[src/rtl/vx_tcu_lsu_tile_req_if.sv]
// Tensor-core descriptor port and LSU row-request port of the tile engine.
// The engine itself attaches through the slave modport.
`ifndef XLEN
`define XLEN 32
`endif

interface vx_tcu_lsu_tile_req_if #(
  parameter int NUM_CHANNELS = 2,
  parameter int ADDR_WIDTH   = `XLEN,
  parameter int MAX_ROWS     = 16
);
  localparam int ROW_W = $clog2(MAX_ROWS + 1);
  localparam int CH_W  = (NUM_CHANNELS > 1) ? $clog2(NUM_CHANNELS) : 1;

  logic [NUM_CHANNELS-1:0]            tcu_req_valid;
  logic [NUM_CHANNELS-1:0]            tcu_req_ready;
  logic [NUM_CHANNELS*ADDR_WIDTH-1:0] tcu_req_base;
  logic [NUM_CHANNELS*ADDR_WIDTH-1:0] tcu_req_stride;
  logic [NUM_CHANNELS*ROW_W-1:0]      tcu_req_rows;
  logic [NUM_CHANNELS-1:0]            tcu_req_load;
  logic [NUM_CHANNELS-1:0]            tcu_done;

  logic                  lsu_req_valid;
  logic                  lsu_req_ready;
  logic [ADDR_WIDTH-1:0] lsu_req_addr;
  logic                  lsu_req_load;
  logic [CH_W-1:0]       lsu_req_chan;
  logic [ROW_W-1:0]      lsu_req_row;
  logic                  lsu_req_last;
  logic                  lsu_rsp_valid;

  modport master (
    output tcu_req_valid, tcu_req_base, tcu_req_stride,
    output tcu_req_rows, tcu_req_load,
    output lsu_req_ready, lsu_rsp_valid,
    input  tcu_req_ready, tcu_done,
    input  lsu_req_valid, lsu_req_addr, lsu_req_load,
    input  lsu_req_chan, lsu_req_row, lsu_req_last
  );

  modport slave (
    input  tcu_req_valid, tcu_req_base, tcu_req_stride,
    input  tcu_req_rows, tcu_req_load,
    input  lsu_req_ready, lsu_rsp_valid,
    output tcu_req_ready, tcu_done,
    output lsu_req_valid, lsu_req_addr, lsu_req_load,
    output lsu_req_chan, lsu_req_row, lsu_req_last
  );
endinterface

[src/rtl/vx_tcu_lsu_tile_req.sv]
// Tile request engine: round-robin descriptor grant, one LSU
// request per row, credit-bounded in-flight rows, per-channel done.
`ifndef XLEN
`define XLEN 32
`endif

module vx_tcu_lsu_tile_req #(
  parameter int NUM_CHANNELS    = 2,
  parameter int ADDR_WIDTH      = `XLEN,
  parameter int MAX_ROWS        = 16,
  parameter int MAX_OUTSTANDING = 8
) (
  input  logic clk,
  input  logic reset_n,
  vx_tcu_lsu_tile_req_if.slave bus,
  output logic busy
);
  localparam int ROW_W = $clog2(MAX_ROWS + 1);
  localparam int CNT_W = $clog2(MAX_OUTSTANDING + 1);
  localparam int CH_W  = (NUM_CHANNELS > 1) ? $clog2(NUM_CHANNELS) : 1;

  typedef enum logic [1:0] {IDLE, ISSUE, DRAIN} state_t;

  state_t state, state_nx;

  logic [CH_W-1:0]       rr_ptr, chan, gnt;
  logic                  gnt_ok;
  logic [CNT_W-1:0]      outstanding, out_nx;
  logic [ADDR_WIDTH-1:0] addr, stride;
  logic [ROW_W-1:0]      rows, row, rows_in, rows_cl;
  logic                  load, fire, last, credit, done;

  function automatic logic [CH_W-1:0] wrap_add(
    logic [CH_W-1:0] a, int b);
    int s;
    s = int'(a) + b;
    if (s >= NUM_CHANNELS) s = s - NUM_CHANNELS;
    return CH_W'(s);
  endfunction

  always_comb begin
    gnt_ok = 1'b0;
    gnt    = '0;
    for (int i = 0; i < NUM_CHANNELS; i++) begin
      if (!gnt_ok && bus.tcu_req_valid[wrap_add(rr_ptr, i)]) begin
        gnt_ok = 1'b1;
        gnt    = wrap_add(rr_ptr, i);
      end
    end
  end

  assign rows_in = bus.tcu_req_rows[gnt*ROW_W +: ROW_W];
  assign rows_cl = (rows_in > ROW_W'(MAX_ROWS)) ?
                   ROW_W'(MAX_ROWS) : rows_in;

  // Credit check uses the count registered at the start of the cycle.
  assign credit = outstanding < CNT_W'(MAX_OUTSTANDING);
  assign last   = (row == rows - ROW_W'(1));
  assign fire   = bus.lsu_req_valid & bus.lsu_req_ready;
  assign done   = (state == DRAIN) && (outstanding == '0);

  assign out_nx = outstanding + CNT_W'(fire)
                - CNT_W'(bus.lsu_rsp_valid && outstanding != '0);

  assign bus.lsu_req_valid = (state == ISSUE) && credit;
  assign bus.lsu_req_addr  = addr;
  assign bus.lsu_req_load  = load;
  assign bus.lsu_req_chan  = chan;
  assign bus.lsu_req_row   = row;
  assign bus.lsu_req_last  = (state == ISSUE) && last;
  assign busy              = (state != IDLE);

  always_comb begin
    state_nx          = state;
    bus.tcu_req_ready = '0;
    bus.tcu_done      = '0;
    unique case (state)
      IDLE: begin
        if (gnt_ok) begin
          bus.tcu_req_ready[gnt] = reset_n;
          state_nx = (rows_cl != '0) ? ISSUE : DRAIN;
        end
      end
      ISSUE: begin
        if (fire && last) state_nx = DRAIN;
      end
      DRAIN: begin
        if (done) begin
          bus.tcu_done[chan] = 1'b1;
          state_nx = IDLE;
        end
      end
      default: state_nx = IDLE;
    endcase
  end

  always_ff @(posedge clk) begin
    if (!reset_n) begin
      state       <= IDLE;
      rr_ptr      <= '0;
      outstanding <= '0;
      addr        <= '0;
      stride      <= '0;
      rows        <= '0;
      row         <= '0;
      load        <= 1'b0;
      chan        <= '0;
    end else begin
      state       <= state_nx;
      outstanding <= out_nx;
      if (state == IDLE && gnt_ok) begin
        addr   <= bus.tcu_req_base[gnt*ADDR_WIDTH +: ADDR_WIDTH];
        stride <= bus.tcu_req_stride[gnt*ADDR_WIDTH +: ADDR_WIDTH];
        rows   <= rows_cl;
        row    <= '0;
        load   <= bus.tcu_req_load[gnt];
        chan   <= gnt;
      end
      if (fire) begin
        addr <= addr + stride;
        row  <= row + ROW_W'(1);
      end
      if (done) rr_ptr <= wrap_add(chan, 1);
    end
  end
endmodule

[src/flat_wrapper.sv]
// flat-port wrapper written by rule: the top's interface ports become plain ports
module vx_tcu_lsu_tile_req_flat 
#(
  parameter int NUM_CHANNELS    = 2,
  parameter int ADDR_WIDTH      = `XLEN,
  parameter int MAX_ROWS        = 16,
  parameter int MAX_OUTSTANDING = 8
)
  (clk, reset_n, busy, bus_tcu_req_valid, bus_tcu_req_base, bus_tcu_req_stride, bus_tcu_req_rows, bus_tcu_req_load, bus_lsu_req_ready, bus_lsu_rsp_valid, bus_tcu_req_ready, bus_tcu_done, bus_lsu_req_valid, bus_lsu_req_addr, bus_lsu_req_load, bus_lsu_req_chan, bus_lsu_req_row, bus_lsu_req_last);
  vx_tcu_lsu_tile_req_if #(.NUM_CHANNELS(NUM_CHANNELS), .ADDR_WIDTH(ADDR_WIDTH), .MAX_ROWS(MAX_ROWS)) bus_i ();
  input  logic clk;
  input  logic reset_n;
  output logic busy;
  input wire logic [$bits(bus_i.tcu_req_valid)-1:0] bus_tcu_req_valid;
  input wire logic [$bits(bus_i.tcu_req_base)-1:0] bus_tcu_req_base;
  input wire logic [$bits(bus_i.tcu_req_stride)-1:0] bus_tcu_req_stride;
  input wire logic [$bits(bus_i.tcu_req_rows)-1:0] bus_tcu_req_rows;
  input wire logic [$bits(bus_i.tcu_req_load)-1:0] bus_tcu_req_load;
  input wire logic [$bits(bus_i.lsu_req_ready)-1:0] bus_lsu_req_ready;
  input wire logic [$bits(bus_i.lsu_rsp_valid)-1:0] bus_lsu_rsp_valid;
  output wire logic [$bits(bus_i.tcu_req_ready)-1:0] bus_tcu_req_ready;
  output wire logic [$bits(bus_i.tcu_done)-1:0] bus_tcu_done;
  output wire logic [$bits(bus_i.lsu_req_valid)-1:0] bus_lsu_req_valid;
  output wire logic [$bits(bus_i.lsu_req_addr)-1:0] bus_lsu_req_addr;
  output wire logic [$bits(bus_i.lsu_req_load)-1:0] bus_lsu_req_load;
  output wire logic [$bits(bus_i.lsu_req_chan)-1:0] bus_lsu_req_chan;
  output wire logic [$bits(bus_i.lsu_req_row)-1:0] bus_lsu_req_row;
  output wire logic [$bits(bus_i.lsu_req_last)-1:0] bus_lsu_req_last;
  assign bus_i.tcu_req_valid = bus_tcu_req_valid;
  assign bus_i.tcu_req_base = bus_tcu_req_base;
  assign bus_i.tcu_req_stride = bus_tcu_req_stride;
  assign bus_i.tcu_req_rows = bus_tcu_req_rows;
  assign bus_i.tcu_req_load = bus_tcu_req_load;
  assign bus_i.lsu_req_ready = bus_lsu_req_ready;
  assign bus_i.lsu_rsp_valid = bus_lsu_rsp_valid;
  assign bus_tcu_req_ready = bus_i.tcu_req_ready;
  assign bus_tcu_done = bus_i.tcu_done;
  assign bus_lsu_req_valid = bus_i.lsu_req_valid;
  assign bus_lsu_req_addr = bus_i.lsu_req_addr;
  assign bus_lsu_req_load = bus_i.lsu_req_load;
  assign bus_lsu_req_chan = bus_i.lsu_req_chan;
  assign bus_lsu_req_row = bus_i.lsu_req_row;
  assign bus_lsu_req_last = bus_i.lsu_req_last;
  vx_tcu_lsu_tile_req #(.NUM_CHANNELS(NUM_CHANNELS), .ADDR_WIDTH(ADDR_WIDTH), .MAX_ROWS(MAX_ROWS), .MAX_OUTSTANDING(MAX_OUTSTANDING)) u_core (.clk(clk), .reset_n(reset_n), .bus(bus_i), .busy(busy));
endmodule
[config.mk]
export PLATFORM = sky130hd
export DESIGN_NAME = vx_tcu_lsu_tile_req_flat
export DESIGN_NICKNAME = d
export VERILOG_FILES = /design/src/rtl/vx_tcu_lsu_tile_req_if.sv /design/src/rtl/vx_tcu_lsu_tile_req.sv /design/src/flat_wrapper.sv
export SDC_FILE = /design/constraint.sdc
export NUM_CORES = 1
export LEC_CHECK = 0
export ABC_AREA = 1
export BUFFER_PORTS_ARGS = -buffer_cell sky130_fd_sc_hd__buf_4
export CAP_MARGIN = 0
export CORE_UTILIZATION = 48
export CTS_CLUSTER_SIZE = 40
export DETAILED_ROUTE_END_ITERATION = 8
export MAX_ROUTING_LAYER = met4
export PLACE_DENSITY = 0.73
export SLEW_MARGIN = 5
export SYNTH_ARGS = -nofsm -noshare
export SYNTH_HDL_FRONTEND = slang
export SYNTH_SLANG_ARGS = --single-unit
[constraint.sdc]
create_clock -name clk -period 2.4 [get_ports clk]
set_clock_uncertainty 0.1 [all_clocks]
set_input_delay 0.12 -clock clk [delete_from_list [all_inputs] [get_ports clk]]
set_output_delay 0.12 -clock clk [all_outputs]
set_load 0.005 [all_outputs]
* Word level (Yosys, flattened, before mapping)
Cells that the tools add are included.
Widths: inputs -> output; s select.
** Storage, ports and cells
- Register bits :: 83
- Bits of input ports :: 146
- Output and inout bits :: 46
- Word-level logic and storage cells :: 90
** Cells by class
- Add/subtract/negate cells :: 10
- $mul :: 1
- $lt $le $gt $ge :: 11
- Equality and inequality tests :: 6
- Shift-type cells :: 3
- Mux-type cells :: 31
- Bitwise operators :: 2
- Reductions and logical operators :: 17
** Operators by type and width (number)
- $shiftx 64x7->32 :: 2
- $mux 32 :: 2
- $add 32x32->32 :: 1
- $mux 2 :: 8
- $mux 1 :: 15
- $mux 5 :: 3
- $shiftx 10x5->5 :: 1
- $logic_and 1x1->1 :: 9
- $lt 1x2->1 const B :: 4
- $pmux 2 s3 :: 1
- $add 5x1->5 const B :: 1
- $eq 5x5->1 :: 1
- $gt 5x5->1 const B :: 1
- $reduce_bool 5->1 :: 1
- $sub 5x1->5 const B :: 1
- $add 1x1->2 const B :: 2
- $add 4x1->4 :: 1
- $ge 2x2->1 const B :: 2
- $logic_not 4->1 :: 1
- $lt 4x4->1 const B :: 1
- $mul 1x3->4 const B :: 1
- $ne 2x1->1 const B :: 2
- $reduce_bool 2->1 :: 2
- $reduce_bool 4->1 :: 1
- other kinds (13) :: 17

* Longest topological paths before layout
Gate-level depths: netlist of the first run.
- Depth after elaboration :: 16
- Depth in mapped cells :: 14

* Least setup slack after synthesis of the first run
OpenSTA, ideal clock, no wires.
- Path type :: register to register
- Start point :: register u_core.outstanding[3]
- End point :: register u_core.outstanding[2]
- Arrival :: 1783 ps
- Path slack :: 398 ps
- Stages on the path, launching flop included :: 13
- Period minus slack after synthesis :: 2002 ps
- Path through :: dfxtp_1 inv_1 ha_1 nand3_1 inv_1 nor2_1 ha_1 inv_1 ha_1 inv_1 fa_1 xor2_1 nor2_1
** On the way
- Longest elaborated chain between the ends :: 5
- Elaborated cells on any way between the ends :: 7
- Classes of those cells :: 2 x add/sub; 1 x order compare; 1 x bitwise; 3 x reduce/logical
** Ends and longest elaborated chain
- start: declaration :: line vx_tcu_lsu_tile_req.sv:28 : logic [CNT_W-1:0] outstanding, out_nx;
- start signal: assignment :: line vx_tcu_lsu_tile_req.sv:110 : outstanding <= out_nx;
- $lt 4x4->1 :: line vx_tcu_lsu_tile_req.sv:57 : assign credit = outstanding < CNT_W'(MAX_OUTSTANDING);
- $logic_and 1x1->1 :: line vx_tcu_lsu_tile_req.sv:65 : assign bus.lsu_req_valid = (state == ISSUE) && credit;
- $and 1x1->1 :: line vx_tcu_lsu_tile_req.sv:59 : assign fire = bus.lsu_req_valid & bus.lsu_req_ready;
- $add 4x1->4 :: line vx_tcu_lsu_tile_req.sv:62 : assign out_nx = outstanding + CNT_W'(fire)
- $sub 4x1->4 * :: line vx_tcu_lsu_tile_req.sv:63 : - CNT_W'(bus.lsu_rsp_valid && outstanding != '0);
Mark *: on every way between the ends. The rest lies on a longest branch, timed or not.
A chain may end at the register's enable or synchronous reset.

* Worst setup path in the final report of the first run
- Start point :: register u_core.addr[0], in the netlist u_core.bus.lsu_req_addr[0]
- End point :: register u_core.addr[30], in the netlist u_core.bus.lsu_req_addr[30]
** On the way
- Longest elaborated chain between the ends :: 2
** Ends and longest elaborated chain
- start: declaration :: line vx_tcu_lsu_tile_req.sv:29 : logic [ADDR_WIDTH-1:0] addr, stride;
- start signal: assignment :: line vx_tcu_lsu_tile_req.sv:112 : addr <= bus.tcu_req_base[gnt*ADDR_WIDTH +: ADDR_WIDTH];
- start signal: assignment :: line vx_tcu_lsu_tile_req.sv:120 : addr <= addr + stride;
- $add 32x32->32 :: line vx_tcu_lsu_tile_req.sv:120
- $mux 32 :: line vx_tcu_lsu_tile_req.sv:119 : if (fire) begin
No other way between the ends.

==> results list, run 1 <==
- Counting flops with a built-in enable in the synthesized netlist gives 0.
- Share of synthesized area occupied by flip-flops and latches: approximately 25%
* Total via count in the routed design: 7,529
* Run status: finished, final reports clean
* Net load switching power: 4260 uW
- For this run, design rule violations remaining after detail routing come to 0.
- Pre-Repair DR Iteration Count: 5
- Final WL: 20,400 um
* CTS H-Tree Depth: 3
- Summed over all cells, the static leakage comes to 0.00496 uW.
- The final critical path takes up 91.2% of the cycle.
- Min cycle time layout: 2190 ps
* FP Rows: 42
- Number of instances in the placed design: approximately 1,500
- Total number of nets in the final design: roughly 1,500
- Clock slew at reported path FFs: approximately 70 ps
* Post-synthesis average cell area: 5.89 sq um
- Entering global routing, the biggest net connects 70 pins.
* Data required, critical path: 2580 ps
- DP HPWL: 15,700 um
- Clock tree from TritonCTS: built
- After synthesis the netlist holds a flip-flop and latch count of 83.
- No sink is reached through more buffers than the 2 on the longest clock path.
* Vias per std cell: 4.96
- The critical path goes through ha_1, inv_1, fa_1, inv_1, nand2_1, nand3_1, nand2_1, nand2_1, nand2_1, nand3_1, nand3_1, a21oi_1.
- Overall overflow remaining after global route: 0
- The min-delay analysis places its worst path in the category input pin to flip-flop.
- Element type at the critical path start: flip-flop
- The cell that appears most often on the critical path is sky130_fd_sc_hd__nand2_1.
- GRT Total Usage: between 20% and 30%
- Reported max-cap violation count: 0
- Total clock sinks: between 80 and 90
- Setup violations remaining at the end of the flow were counted as 0.
- Power spread over the standard cell area amounts to 1040 nW/um^2.
- Total power for the finished layout comes to 9090 uW.
- Area of the die: around 15,000 sq um
* Starting DRC count in detailed routing: 450
- Synthesis handed over a netlist of 1,147 instances.
- Number of diodes: 0
* Max FO, Critical Path: 4
- The Yosys step of the flow raised 0 warnings.
* Number of hold violations in the final report: 0
- Combinational cell fraction of total power: around three fifths
* Area added between synthesis and finish: 29.9%
* Average wire per standard cell: roughly 13 um
- Once detail routing completed, the nets flagged for antenna violations numbered 0.
* Stage delay of the slowest cell on the critical path: 360 ps
- Initial antenna violation count: 0
- Pin placement for this block handled ~190 I/O pins.
- The die is 121 um wide.
* Setup TNS: 0 ps
- STA classifies the critical path endpoint as a flip-flop.
- CP Class: flip-flop to flip-flop
- Net switching is 46.9% of the power.
- Count of input and output buffers: 191
- The internal portion of the total power is 4830 uW.
* Ratio of cells with drive above 1 in the final layout: 18.5%
- Timing would allow up to 457 MHz.
- Slew headroom: approximately half
- Measured along the y axis, the die boundary spans between 100 and 150 um.
* Clock Root Buffer: sky130_fd_sc_hd__clkbuf_16
- Fraction of registers with async set/reset: 0%
- TritonCTS created 9 clock buffers.
* Unrepaired setup endpoints after global routing: no
* Global-route wire length before repair: 33,300 um
- Worst-Skew Late Latency: 350 ps
- The number of nets handed over by synthesis was about 1,300.
- Core outline area: 13,500 sq um
- Highest ir drop seen on vdd: ~600 uV
- Leaving out filler cells and counting taps, the final layout contains about 1,500.
* Slew Viols, Final: 0
- The synthesized netlist occupies a cell area of between 6000 and 7000 sq um.
- Commonest register cell after synthesis: sky130_fd_sc_hd__dfxtp_1
- Number of different library cells in the post-synthesis netlist: 41
- Routability-driven placement finished with a final weighted congestion of approximately 0.95.
* Data arrival, critical path: 2370 ps
- Post-Route Hold Slack: 0.388 ps
* Effective utilization at floorplan: between 50% and 60%
- Slew of the pin with the lowest slew margin: between 700 and 800 ps
- The slowest stage of the critical path belongs to the cell sky130_fd_sc_hd__dfxtp_1.
- Via count of the first global-routing pass: 6,937
- Share of total power in the clock network: around 16%
- Registers are responsible for ~26% of the overall power.
what timing repair did:
| item | CTS | global route |
|---|---|---|
| hold buffers | 14 | 0 |
| endpoints found under the setup margin | 0 | 3 |
| setup buffers | 0 | 0 |
| resized for setup | 0 | 2 |
| hold endpoints to repair | 14 | 0 |
layout by cell type, fill, tap and decap left out, types with 3 or more instances in the layout:
master and count:
sky130_fd_sc_hd__xor2_1 13, sky130_fd_sc_hd__inv_2 8, sky130_fd_sc_hd__nand2_1 409, sky130_fd_sc_hd__inv_1 183, sky130_fd_sc_hd__nand4_1 4, sky130_fd_sc_hd__a21oi_1 57
sky130_fd_sc_hd__xnor2_1 4, sky130_fd_sc_hd__a31oi_1 5, sky130_fd_sc_hd__clkbuf_16 9, sky130_fd_sc_hd__o21ai_1 31, sky130_fd_sc_hd__dfxtp_1 83, sky130_fd_sc_hd__buf_4 205
sky130_fd_sc_hd__dlygate4sd3_1 14, sky130_fd_sc_hd__o21ai_0 44, sky130_fd_sc_hd__o211ai_1 34, sky130_fd_sc_hd__o21bai_1 11, sky130_fd_sc_hd__nand3b_1 4, sky130_fd_sc_hd__nor3_1 5
sky130_fd_sc_hd__nand3_1 84, sky130_fd_sc_hd__nor2_1 57, sky130_fd_sc_hd__ha_1 38, sky130_fd_sc_hd__or2_2 3
stage by stage:
step                area, sq um  util, %  worst slack [ps]
global route               8780     65.0             0.642
detailed placement         8320     61.6               228
finish                     8780     65.0               212
global placement           8320     61.6               297
floorplan                  6760        -               398
CTS                        8770     64.9               194
cell usage after synthesis (2+ instances only):
| library cell | instances | share of area [%] |
|---|---|---|
| sky130_fd_sc_hd__nand2_2 | 2 | 0.19 |
| sky130_fd_sc_hd__o21ai_2 | 2 | 0.26 |
| sky130_fd_sc_hd__ha_1 | 38 | 7.0 |
| sky130_fd_sc_hd__buf_1 | 5 | 0.28 |
| sky130_fd_sc_hd__nand2_4 | 2 | 0.33 |
| sky130_fd_sc_hd__nor2_2 | 2 | 0.19 |
| sky130_fd_sc_hd__o21bai_1 | 11 | 1.2 |
| sky130_fd_sc_hd__o211ai_1 | 34 | 3.8 |
| sky130_fd_sc_hd__a211oi_1 | 2 | 0.22 |
| sky130_fd_sc_hd__a21oi_2 | 2 | 0.26 |
| sky130_fd_sc_hd__inv_2 | 8 | 0.44 |
| sky130_fd_sc_hd__fa_1 | 2 | 0.59 |
| sky130_fd_sc_hd__nor2_4 | 2 | 0.33 |
| sky130_fd_sc_hd__a31oi_1 | 5 | 0.46 |
| sky130_fd_sc_hd__dfxtp_1 | 83 | 25 |
| sky130_fd_sc_hd__inv_1 | 183 | 10 |
| sky130_fd_sc_hd__o21ai_0 | 44 | 3.3 |
| sky130_fd_sc_hd__nand3b_1 | 4 | 0.44 |
| sky130_fd_sc_hd__buf_4 | 5 | 0.56 |
| sky130_fd_sc_hd__buf_6 | 3 | 0.50 |
| sky130_fd_sc_hd__clkbuf_1 | 13 | 0.72 |
| sky130_fd_sc_hd__nand2_1 | 409 | 23 |
| sky130_fd_sc_hd__or2_2 | 3 | 0.28 |
| sky130_fd_sc_hd__a21oi_1 | 57 | 4.2 |
| sky130_fd_sc_hd__o21ai_1 | 31 | 2.3 |
| sky130_fd_sc_hd__nor2_1 | 57 | 3.2 |
| sky130_fd_sc_hd__nand4_1 | 4 | 0.37 |
| sky130_fd_sc_hd__nand3_1 | 86 | 6.4 |
| sky130_fd_sc_hd__a21o_1 | 2 | 0.22 |
| sky130_fd_sc_hd__nor3_1 | 5 | 0.37 |
| sky130_fd_sc_hd__xor2_1 | 13 | 1.7 |
| sky130_fd_sc_hd__xnor2_1 | 4 | 0.52 |
| sky130_fd_sc_hd__buf_2 | 16 | 1.2 |
layout make-up:
class,instances,area (sq um)
timing repair buffer,220,1700
multi-input combinational,829,4160
tap,176,220
clock buffer,10,239
sequential,83,1660
inverter,193,726
clock inverter,6,72.6
fill,1325,4730
per-layer routing:
layer	vias to the layer above	global-route usage [%]	share of wire [%]
met5	-	-	0
met4	0	6.71	1.3
met3	19	4.95	7.0
met2	242	47.1	45
met1	3267	38.5	47
li1	4001	-	-
power by group through the flow:
stage / Clock, uW / Sequential (uW) / Combinational [uW]
after detailed placement: 0 / 2360 / 5200
after global placement: 0 / 2360 / 5140
after floorplan: 0 / 2260 / 3600
after CTS: 1490 / 2330 / 5250
final: 1480 / 2340 / 5280
after global routing: 1540 / 2400 / 5950
path summary, 6_finish.rpt:
path | endpoint | startpoint | cells past startpoint | slack [ps]
worst max register to register | u_core.bus.lsu_req_addr[30] | u_core.bus.lsu_req_addr[0] | 12 | 210
worst min register to register | u_core.rr_ptr | u_core.rr_ptr | 2 | 370
worst min-delay path | u_core.stride[2] | bus_tcu_req_stride[34] | 5 | 0.4
worst max-delay path | u_core.bus.lsu_req_addr[30] | u_core.bus.lsu_req_addr[0] | 12 | 210
flip-flops by register name (all words and copies together), names as in the netlist:
register / flops
u_core.bus.lsu_req_row: 5
u_core.outstanding: 4
u_core.bus.lsu_req_addr: 32
u_core.bus.lsu_req_load: 1
u_core.state: 2
u_core.stride: 32
u_core.rr_ptr: 1
u_core.bus.lsu_req_chan: 1
u_core.rows: 5
cell families (layout without fill, tap and decap cells):
group / count (synthesis) / in the layout / synth area share, %
compound gates: 193 / 193 / 16.6
buf+inv: 235 / 429 / 14.0
fa+ha+maj: 40 / 40 / 7.63
simple gates: 579 / 579 / 35.0
xor+xnor: 17 / 17 / 2.20
flops: 83 / 83 / 24.6
worst max-delay path, delay by kind of cell, from the launching register on:
kind                     cells  cell delay [ps]
AO/OA/AOI/OAI                1              130
adder cells (fa/ha/maj)      2              590
buffers and inverters        2              200
flip-flops                   1              360
AND/OR/NAND/NOR              7              760
No activity file was read; power rests on OpenSTA's default activity.
==> run 2: changes to the inputs <==
--- a/config.mk
+++ b/config.mk
@@ -8,11 +8,11 @@
 export ABC_AREA = 1
 export BUFFER_PORTS_ARGS = -buffer_cell sky130_fd_sc_hd__buf_4
 export CAP_MARGIN = 0
-export CORE_UTILIZATION = 48
+export CORE_UTILIZATION = 42
 export CTS_CLUSTER_SIZE = 40
 export DETAILED_ROUTE_END_ITERATION = 8
 export MAX_ROUTING_LAYER = met4
-export PLACE_DENSITY = 0.73
+export PLACE_DENSITY = 0.65
 export SLEW_MARGIN = 5
 export SYNTH_ARGS = -nofsm -noshare
 export SYNTH_HDL_FRONTEND = slang
==> run 2 against run 1 <==
  * Routed wire length grew 1.7%
  * Count of clock-buffer cells in the layout grew 1
  * First-iteration DRC count shrank 12%
  * Final cell count grew 2.3%
  * Clock power shrank 9%
  * Global-route usage shrank 2.9 points
  * Non-clock buffer count is the same
  * Via count shrank 0.15%
  * Critical path type unchanged
==> results list, run 2 (synthesized netlist as in run 1, its figures left out) <==
* Run status: finished, final reports clean
- The number of antenna violations at the first check in global routing was 0.
* Kind of cell adding the most delay to the critical path: simple AND/OR/NAND/NOR gates
* Static leakage power: 0.00493 uW
* Pre-Repair DR Iteration Count: 7
- Final design instance area without fill: 8800 sq um
* Clock Root Buffer: sky130_fd_sc_hd__clkbuf_16
- Counting the buffers created by CTS gives 9.
* Slew Viols, Final: 0
- Maximum clock insertion buffer count: 2
- Critical path capture point type: flip-flop
- Global-route wire length before repair: between 30,000 and 40,000 um
- Worst-Skew Late Latency: 340 ps
- After detailed routing, the total wire length is approximately 21,000 um.
- GRT Total Usage: 26.5%
- Number of failing setup endpoints in the final timing report: 0
* Number of placed I/O pins: 192
* Clock slew at reported path FFs: roughly 70 ps
- The setup path with the least slack is of type flip-flop to flip-flop.
- Final weighted congestion in routability-driven placement: 0.961
- The completed layout was analyzed and its total power is 8950 uW.
- Total via count in the routed design: 7,518
* Hold WC Path Type: input pin to flip-flop
- For this design the ratio of total power to cell area is about 1000 nW/um^2.
* Max FO, Critical Path: 4
* Worst path most repeated cell: sky130_fd_sc_hd__nand2_1
- Of the available clock period, the critical path in the final layout requires between 90 and 100%.
- At the worst endpoint, the required time is 2530 ps.
* Number of diodes: 0
- VDD sags by at most 512 uV.
- Total number of nets in the final design: between 1,500 and 2,000
- Maximum achievable frequency: 451 MHz
- Overall overflow remaining after global route: 0
- Relative to the synthesized area, the layout overhead comes to 30.3%.
- Max-cap violations in this run came to 0.
* Data arrival, critical path: 2350 ps
* Stage delay of the slowest cell on the critical path: about 360 ps
- For this run, design rule violations remaining after detail routing come to 0.
* Min cycle time layout: 2220 ps
* Starting DRC count in detailed routing: 395
- The H-tree was split into 3 levels.
* Setup TNS: 0 ps
- Area of the die: 16,600 sq um
- The tightest hold path in the finished design has a slack of 6.04 ps.
- The via count of the first global-routing pass came to 7,059.
* Antenna-violating nets left: 0
- Slew of the pin with the lowest slew margin: 514 ps
* Cell chain of the critical path: ha_2, inv_1, fa_1, inv_1, nand2_1, nand3_1, nand2_1, nand2_1, nand2_1, nand2_1, nand2_1, nand3_1, a21oi_1
* Count of input and output buffers: 191
- The largest individual stage delay along the critical path comes from the cell sky130_fd_sc_hd__dfxtp_1.
* FP Rows: 45
- The number of hold-slack violations in the final timing report is 0.
- Vias per std cell: between 4 and 5
- The floorplan step set the die height to between 100 and 150 um.
* Most frequent standard cell in the layout excluding fill and tap cells: sky130_fd_sc_hd__nand2_1
- Once detailed placement completed, the half-perimeter wirelength came to around 16,000 um.
- Worst path buffer plus inverter count: 2
- Ratio of cells with drive above 1 in the final layout: between 10% and 20%
* Leading cell types in the layout, fill and taps excluded: sky130_fd_sc_hd__nand2_1 (409), sky130_fd_sc_hd__buf_4 (204), sky130_fd_sc_hd__inv_1 (183)
* Core outline area: 15,400 sq um
* Total clock sinks: 83
- After detailed routing, the average wire length per cell comes to 13.3 um.
* Element type at the critical path start: flip-flop
- In this run the cell area measured after placement is 8370 sq um.
- Largest net degree at the start of global routing: 48
- The floorplan step set the die width to about 130 um.
- The initial utilization of the core area, before any placement, comes to 43.8%.
- Unrepaired setup endpoints after global routing: no
* Clock tree from TritonCTS: built
* Slew headroom: approximately two thirds
[run 2: through the flow]
stage / instances / setup slack, ps / util (%)
finish: 1552 / 182 / 57.0
global route: 1552 / 0.477 / 57.0
CTS: 1552 / 148 / 57.0
detailed placement: 1522 / 170 / 54.3
global placement: 1522 / 222 / 54.3
floorplan: 1147 / 398 / -
[run 2: power by group]
part	switching [uW]	internal, uW
sequential	418	1910
clock	614	735
combinational	3180	2100
[run 2: timing repair]
| action | 4_1_cts | 5_1_grt |
|---|---|---|
| gates resized for setup | 0 | 2 |
| endpoints found under the setup margin | 0 | 4 |
| buffers inserted | 0 | 0 |
| hold buffers | 14 | 0 |
| hold endpoints to repair | 14 | 0 |
[run 2: worst paths after layout]
| kind | from | depth (start not counted) | endpoint | slack [ps] |
|---|---|---|---|---|
| min reg2reg | u_core.rr_ptr | 2 | u_core.rr_ptr | 360 |
| max | u_core.bus.lsu_req_addr[0] | 13 | u_core.bus.lsu_req_addr[30] | 180 |
| max reg2reg | u_core.bus.lsu_req_addr[0] | 13 | u_core.bus.lsu_req_addr[30] | 180 |
| min | bus_tcu_req_stride[61] | 5 | u_core.stride[29] | 6 |
[run 2: layout make-up]
class / count / area [sq um]
fill: 1622 / 6630
multi-input combinational: 829 / 4160
timing repair buffer: 220 / 1710
sequential: 83 / 1660
inverter: 193 / 726
tap: 211 / 264
clock buffer: 11 / 243
clock inverter: 5 / 37.5
[run 2: tightest hold or removal path, delay by kind of cell]
family | cells | cell delay [ps]
AO/OA/AOI/OAI | 1 | 70
buffers and inverters | 2 | 120
AND/OR/NAND/NOR | 2 | 100
[run 2: metal layers]
layer / wire [um] / up-vias / GRT usage (%) / share of wire, %
met3: 1240 / 31 / 3.53 / 6.0
met5: 0 / - / - / 0
li1: - / 3994 / - / -
met2: 8970 / 224 / 42.3 / 43
met1: 9970 / 3269 / 34.2 / 48
met4: 530 / 0 / 9.07 / 2.6
